==> src/rtl/candle_pkg.sv <==
// Shared constants and types for the candle sequencer: geometry, op codes, FSM states.
package candle_pkg;

   localparam int unsigned NUM_CANDLES = 8;
   localparam int unsigned POS_W       = 3;

   localparam logic [1:0] OP_NOP   = 2'b00;
   localparam logic [1:0] OP_LIGHT = 2'b01;
   localparam logic [1:0] OP_SNUFF = 2'b10;

   localparam logic [POS_W:0]   MAX_COUNT = (POS_W + 1)'(NUM_CANDLES);
   localparam logic [POS_W-1:0] TOP_POS   = POS_W'(NUM_CANDLES - 1);

   typedef enum logic [1:0] {
      StIdle,
      StRunSet,
      StRunClr,
      StFinish
   } state_e;

   // Requests beyond the number of candles act on every candle.
   function automatic logic [POS_W:0] sat_count(input logic [POS_W:0] count);
      return (count > MAX_COUNT) ? MAX_COUNT : count;
   endfunction

endpackage

==> src/rtl/step_timer.sv <==
// Free-running prescaler: one-cycle tick every STEP_CYCLES clocks, restartable so that
// the first tick lands STEP_CYCLES cycles after the restart edge.
module step_timer #(
   parameter int unsigned STEP_CYCLES = 4
) (
   input  logic sys_clk,
   input  logic clr,
   input  logic restart,
   output logic tick
);

   localparam logic [7:0] LAST = 8'(STEP_CYCLES - 1);

   logic [7:0] cnt_q;

   always_ff @(posedge sys_clk) begin
      if (clr || restart) begin
         cnt_q <= 8'd0;
      end else if (cnt_q == LAST) begin
         cnt_q <= 8'd0;
      end else begin
         cnt_q <= cnt_q + 8'd1;
      end
   end

   assign tick = (cnt_q == LAST);

endmodule

==> src/rtl/candle_sequencer.sv <==
// Command-driven scheduler for the candle state register's set/clear strobes:
// lights upward from 0 or snuffs downward from the top, one candle per step.
module candle_sequencer
   import candle_pkg::*;
#(
   parameter int unsigned STEP_CYCLES = 4
) (
   input  logic             sys_clk,
   input  logic             clr,
   input  logic             cmd_valid,
   input  logic [1:0]       cmd_op,
   input  logic [POS_W:0]   cmd_count,
   output logic             cmd_ready,
   input  logic             abort,
   output logic             busy,
   output logic             done,
   output logic             aborted,
   output logic [POS_W-1:0] pos_to_set,
   output logic             set_enable,
   output logic [POS_W-1:0] pos_to_clear,
   output logic             clear_enable
);

   state_e           state_q, state_d;
   logic [POS_W-1:0] idx_q, idx_d;
   // Strobes still to issue after the one currently on the outputs.
   logic [POS_W:0]   left_q, left_d;
   logic [POS_W:0]   n_sat;
   logic             restart, tick;
   logic             set_en_d, clr_en_d, done_d, aborted_d, busy_d, ready_d;
   logic [POS_W-1:0] pos_set_d, pos_clr_d;

   step_timer #(
      .STEP_CYCLES(STEP_CYCLES)
   ) u_step_timer (
      .sys_clk(sys_clk),
      .clr    (clr),
      .restart(restart),
      .tick   (tick)
   );

   assign n_sat = sat_count(cmd_count);

   always_comb begin
      state_d   = state_q;
      idx_d     = idx_q;
      left_d    = left_q;
      set_en_d  = 1'b0;
      clr_en_d  = 1'b0;
      pos_set_d = '0;
      pos_clr_d = '0;
      done_d    = 1'b0;
      aborted_d = 1'b0;
      restart   = 1'b0;

      unique case (state_q)
         StIdle: begin
            idx_d = '0;
            if (cmd_valid) begin
               restart = 1'b1;
               if (cmd_op == OP_LIGHT && n_sat != '0) begin
                  state_d   = StRunSet;
                  idx_d     = '0;
                  left_d    = n_sat - (POS_W + 1)'(1);
                  set_en_d  = 1'b1;
                  pos_set_d = '0;
               end else if (cmd_op == OP_SNUFF && n_sat != '0) begin
                  state_d   = StRunClr;
                  idx_d     = TOP_POS;
                  left_d    = n_sat - (POS_W + 1)'(1);
                  clr_en_d  = 1'b1;
                  pos_clr_d = TOP_POS;
               end else begin
                  state_d = StFinish;
                  done_d  = 1'b1;
               end
            end
         end
         StRunSet: begin
            if (abort) begin
               state_d   = StFinish;
               aborted_d = 1'b1;
            end else if (set_enable && left_q == '0) begin
               state_d = StFinish;
               done_d  = 1'b1;
            end else if (tick) begin
               idx_d     = idx_q + POS_W'(1);
               left_d    = left_q - (POS_W + 1)'(1);
               set_en_d  = 1'b1;
               pos_set_d = idx_q + POS_W'(1);
            end
         end
         StRunClr: begin
            if (abort) begin
               state_d   = StFinish;
               aborted_d = 1'b1;
            end else if (clear_enable && left_q == '0) begin
               state_d = StFinish;
               done_d  = 1'b1;
            end else if (tick) begin
               idx_d     = idx_q - POS_W'(1);
               left_d    = left_q - (POS_W + 1)'(1);
               clr_en_d  = 1'b1;
               pos_clr_d = idx_q - POS_W'(1);
            end
         end
         StFinish: begin
            state_d = StIdle;
            idx_d   = '0;
            left_d  = '0;
         end
      endcase

      busy_d  = (state_d != StIdle);
      ready_d = (state_d == StIdle);
   end

   always_ff @(posedge sys_clk) begin
      if (clr) begin
         state_q      <= StIdle;
         idx_q        <= '0;
         left_q       <= '0;
         cmd_ready    <= 1'b1;
         busy         <= 1'b0;
         done         <= 1'b0;
         aborted      <= 1'b0;
         set_enable   <= 1'b0;
         pos_to_set   <= '0;
         clear_enable <= 1'b0;
         pos_to_clear <= '0;
      end else begin
         state_q      <= state_d;
         idx_q        <= idx_d;
         left_q       <= left_d;
         cmd_ready    <= ready_d;
         busy         <= busy_d;
         done         <= done_d;
         aborted      <= aborted_d;
         set_enable   <= set_en_d;
         pos_to_set   <= pos_set_d;
         clear_enable <= clr_en_d;
         pos_to_clear <= pos_clr_d;
      end
   end

endmodule

==> config.mk <==
export PLATFORM = sky130hd
export DESIGN_NAME = candle_sequencer
export DESIGN_NICKNAME = d
export VERILOG_FILES = /design/src/rtl/candle_pkg.sv /design/src/rtl/step_timer.sv /design/src/rtl/candle_sequencer.sv
export SDC_FILE = /design/constraint.sdc
export NUM_CORES = 1
export LEC_CHECK = 0
export BUFFER_PORTS_ARGS = -buffer_cell sky130_fd_sc_hd__clkbuf_2
export CAP_MARGIN = 25
export CORE_MARGIN = 2
export CORE_UTILIZATION = 35
export DETAILED_ROUTE_END_ITERATION = 10
export PLACE_DENSITY_LB_ADDON = 0.3
export SLEW_MARGIN = 10
export SYNTH_ARGS = -nofsm -noshare
export SYNTH_HDL_FRONTEND = slang
export SYNTH_SLANG_ARGS = --single-unit
==> constraint.sdc <==
create_clock -name sys_clk -period 1.8 [get_ports sys_clk]
set_input_delay 0.27 -clock sys_clk [delete_from_list [all_inputs] [get_ports sys_clk]]
set_output_delay 0.27 -clock sys_clk [all_outputs]
set_load 0.005 [all_outputs]
==> qor.yml <==
sta:
  unrepaired_setup_endpoints_after_global_routing: "yes"
  setup_viol_count_final: 0
  maxSlewViolCount: 0
  final_min_period_over_clock_period_pct: 99.6
  fin_worst_skew_ps: 6.20
  post-route-min-period_ps: 1790
  timing_hold_violations_final: 0
  slew_headroom_pct: 70.6
  max_slew.worst_pin.slew_ps: 438
  achievable-frequency_mhz: 558
  post-route-worst-setup-slack_ps: 7.28
pwr:
  static_leakage_nw: 0.841
  comb_power_share_pct: 51.8
  powerDensity_nw_per_um2: 1510
  cell_internal_pwr_w: 0.00183
  power.share.clock_pct: 17.2
  power.ir.vdd_worst_v: 0.000830
  p_sw_share_pct: 39.3
  portion_of_total_power_attributed_to_sequential_cells_pct: 31.0
  p_sw_w: 0.00118
die:
  fp.dieW_microns: 70.8
  fp.dieArea_sq_um: 5010
  core_area_sq_um: 4320
  initial_cell_density_of_the_core_pct: 36.1
  die_height_microns: 70.8
  i_o_pin_count: 22
  floorplan.rows: 24
critical_path:
  worstPathRequired_ps: 1970
  cp-start-kind: "flop"
  critical_path.max_fanout: 4
  timing.critical_path.buf_inv: 0
  crit_path_cell_trace: "ha_4 -> or4b_4 -> o21ai_2 -> and4_4 -> mux2_4"
  max_stage_delay_ps: 500
  cp-end-kind: "flop"
  critPathTopFamily: "simple AND/OR/NAND/NOR gates"
  worst_ep_arrival_time_ps: 1960
  timing.setup.critical_path_class: "flop to flop"
  slowest_cell_on_the_critical_path: "sky130_fd_sc_hd__or4b_4"
clock_tree:
  clkSinkCount: 29
  clock_tree_from_tritoncts: "built"
  clock-root-buffer: "sky130_fd_sc_hd__clkbuf_8"
  clk-insertion-delay-late_ps: 280
  ctsHoldBuffers: 0
  cts.clk_slew.worst_paths_ps: 70
  numCtsBuffers: 5
  max-clock-path-buffers: 2
  h_tree_level_count: 2
finish:
  commonest_cells_after_routing_fill_and_taps_aside: "sky130_fd_sc_hd__dfxtp_1, sky130_fd_sc_hd__clkbuf_2, sky130_fd_sc_hd__buf_4, sky130_fd_sc_hd__nor2_1"
  final_design_area_no_fill_sq_um: 2000
  design.final.nets: 236
  areaGrowthSynthToFinish_pct: 28.3
  final.fill_count: 426
  antennaDiodeCount: 0
  finish.utilization_pct: 46.3
  final_common_cell: "sky130_fd_sc_hd__dfxtp_1"
  drive_above_1_share_pct: 32.7
logic_synthesis:
  synth_edf_count: 0
  netlist_area_sq_um: 1560
  synth_async_sr_flop_share_pct: 0
  count_of_mapped_cells_out_of_synthesis: 172
  synth_warnings: 0
  synthesis.area_per_instance_sq_um: 9.08
  ys_types: 50
  synth-main-ff-cell: "sky130_fd_sc_hd__dfxtp_1"
  synth.net_count: 192
  synth-seq-cells: 29
  synth_seq_area_share_pct: 37.2
global_routing:
  grt_remaining_overflow: 0
  grt_start_max_net_pins: 14
  grt_pass1_wl_microns: 6400
  first_global_vias: 1336
  antenna_found_initial: 0
  grt.total_usage_pct: 16.1
placed_design:
  post_dp_cell_area_sq_um: 1870
  hpwl_microns: 2750
  final_wtd_congestion: 0.845
  port_buffers: 21
  post-place-ws_ps: 23.2
run:
  timing.max_cap.violations: 0
route:
  vias_per_cell: 5.18
  first_iteration_detailed_routing_drc_count: 107
  detailroute.via_count: 1394
  detailed_route_drc_error_count: 0
  route.detailed.wl_per_inst_microns: 13.7
  detail_route.first_pass.iterations: 4
  totalWireLength_microns: 3690
  final_antenna_net_count: 0
status:
  status: "complete, no violations"
hold_path:
  holdCritPathClass: "input pin to flop"
power groups by stage:
stage          Sequential [W]  Combinational [W]  Clock, W
2_1_floorplan        0.000950           0.000957         0
3_3_place_gp         0.000945            0.00141         0
3_5_place_dp         0.000945            0.00142         0
4_1_cts              0.000932            0.00143  0.000536
5_1_grt              0.000957            0.00175  0.000562
6_report             0.000935            0.00156  0.000518
repair_timing:
| item | in CTS | in global routing |
|---|---|---|
| endpoints found under the setup margin | 0 | 6 |
| resized for setup | 0 | 7 |
| buffers inserted | 0 | 1 |
registers in the layout, summed over array words and instances (netlist names):
register / count
idx_q: 3
set_enable: 1
left_q: 4
cmd_ready: 1
state_q: 2
busy: 1
aborted: 1
pos_to_set: 3
clear_enable: 1
done: 1
u_step_timer.cnt_q: 8
pos_to_clear: 3
through the flow:
stage	TNS (ps)	hold slack, ps	cells	total power [W]
6_report	0	322	269	0.00302
4_1_cts	0	334	268	0.00290
3_3_place_gp	0	460	260	0.00236
3_5_place_dp	0	456	260	0.00236
2_1_floorplan	0	416	172	0.00191
5_1_grt	-96.9	343	269	0.00327
area by class of cell:
class / instances / area, sq um / share of cell area [%]
clock inverters: 3 / 17.5 / 0.874
flip-flops and latches: 29 / 588 / 29.4
well taps: 52 / 65.1 / 3.25
multi-input cells: 129 / 971 / 48.5
clock buffers: 5 / 68.8 / 3.44
repair buffers: 41 / 255 / 12.7
inverters: 10 / 37.5 / 1.87
per-layer routing:
metal,up-vias,global-route usage [%],share of wire (%)
li1,711,-,-
met1,655,22.7,50
met2,24,24.2,45
met3,4,4.70,3.8
met4,0,3.77,0.81
met5,-,0,0
worst paths after layout:
| path | from | to | slack [ps] | cells past startpoint |
|---|---|---|---|---|
| worst max-delay path | u_step_timer.cnt_q[1] | left_q[1] | 7 | 5 |
| worst min register to register | idx_q[0] | pos_to_set[0] | 490 | 1 |
| worst min-delay path | cmd_op[1] | set_enable | 320 | 4 |
| worst max register to register | u_step_timer.cnt_q[1] | left_q[1] | 7 | 5 |
logic make-up after synthesis:
kind of cell / synth area share, %
simple gates: 26.4
compound gates: 15.9
flops: 37.2
buf+inv: 4.17
fa+ha+maj: 8.01
xor+xnor: 5.05
mux: 3.29
cells in the mapped netlist, drive strengths merged (4+ instances only):
master	n	area (sq um)
o211ai	4	30.0
nand2	9	33.8
xor2	6	52.6
nor3	7	46.3
nand4	4	25.0
inv	9	33.8
ha	10	125
mux2i	4	40.0
nand2b	5	31.3
a21oi	9	45.0
nand3	6	30.0
dfxtp	29	581
o21ai	9	48.8
nor2	17	63.8
worst register-to-register path: cells and delay by family, from the launching register on:
family,cells,cell delay (ps)
mux,1,300
simple gates,2,740
fa+ha+maj,1,130
compound gates,1,170
flops,1,350
(Power assumes the default switching activity.)
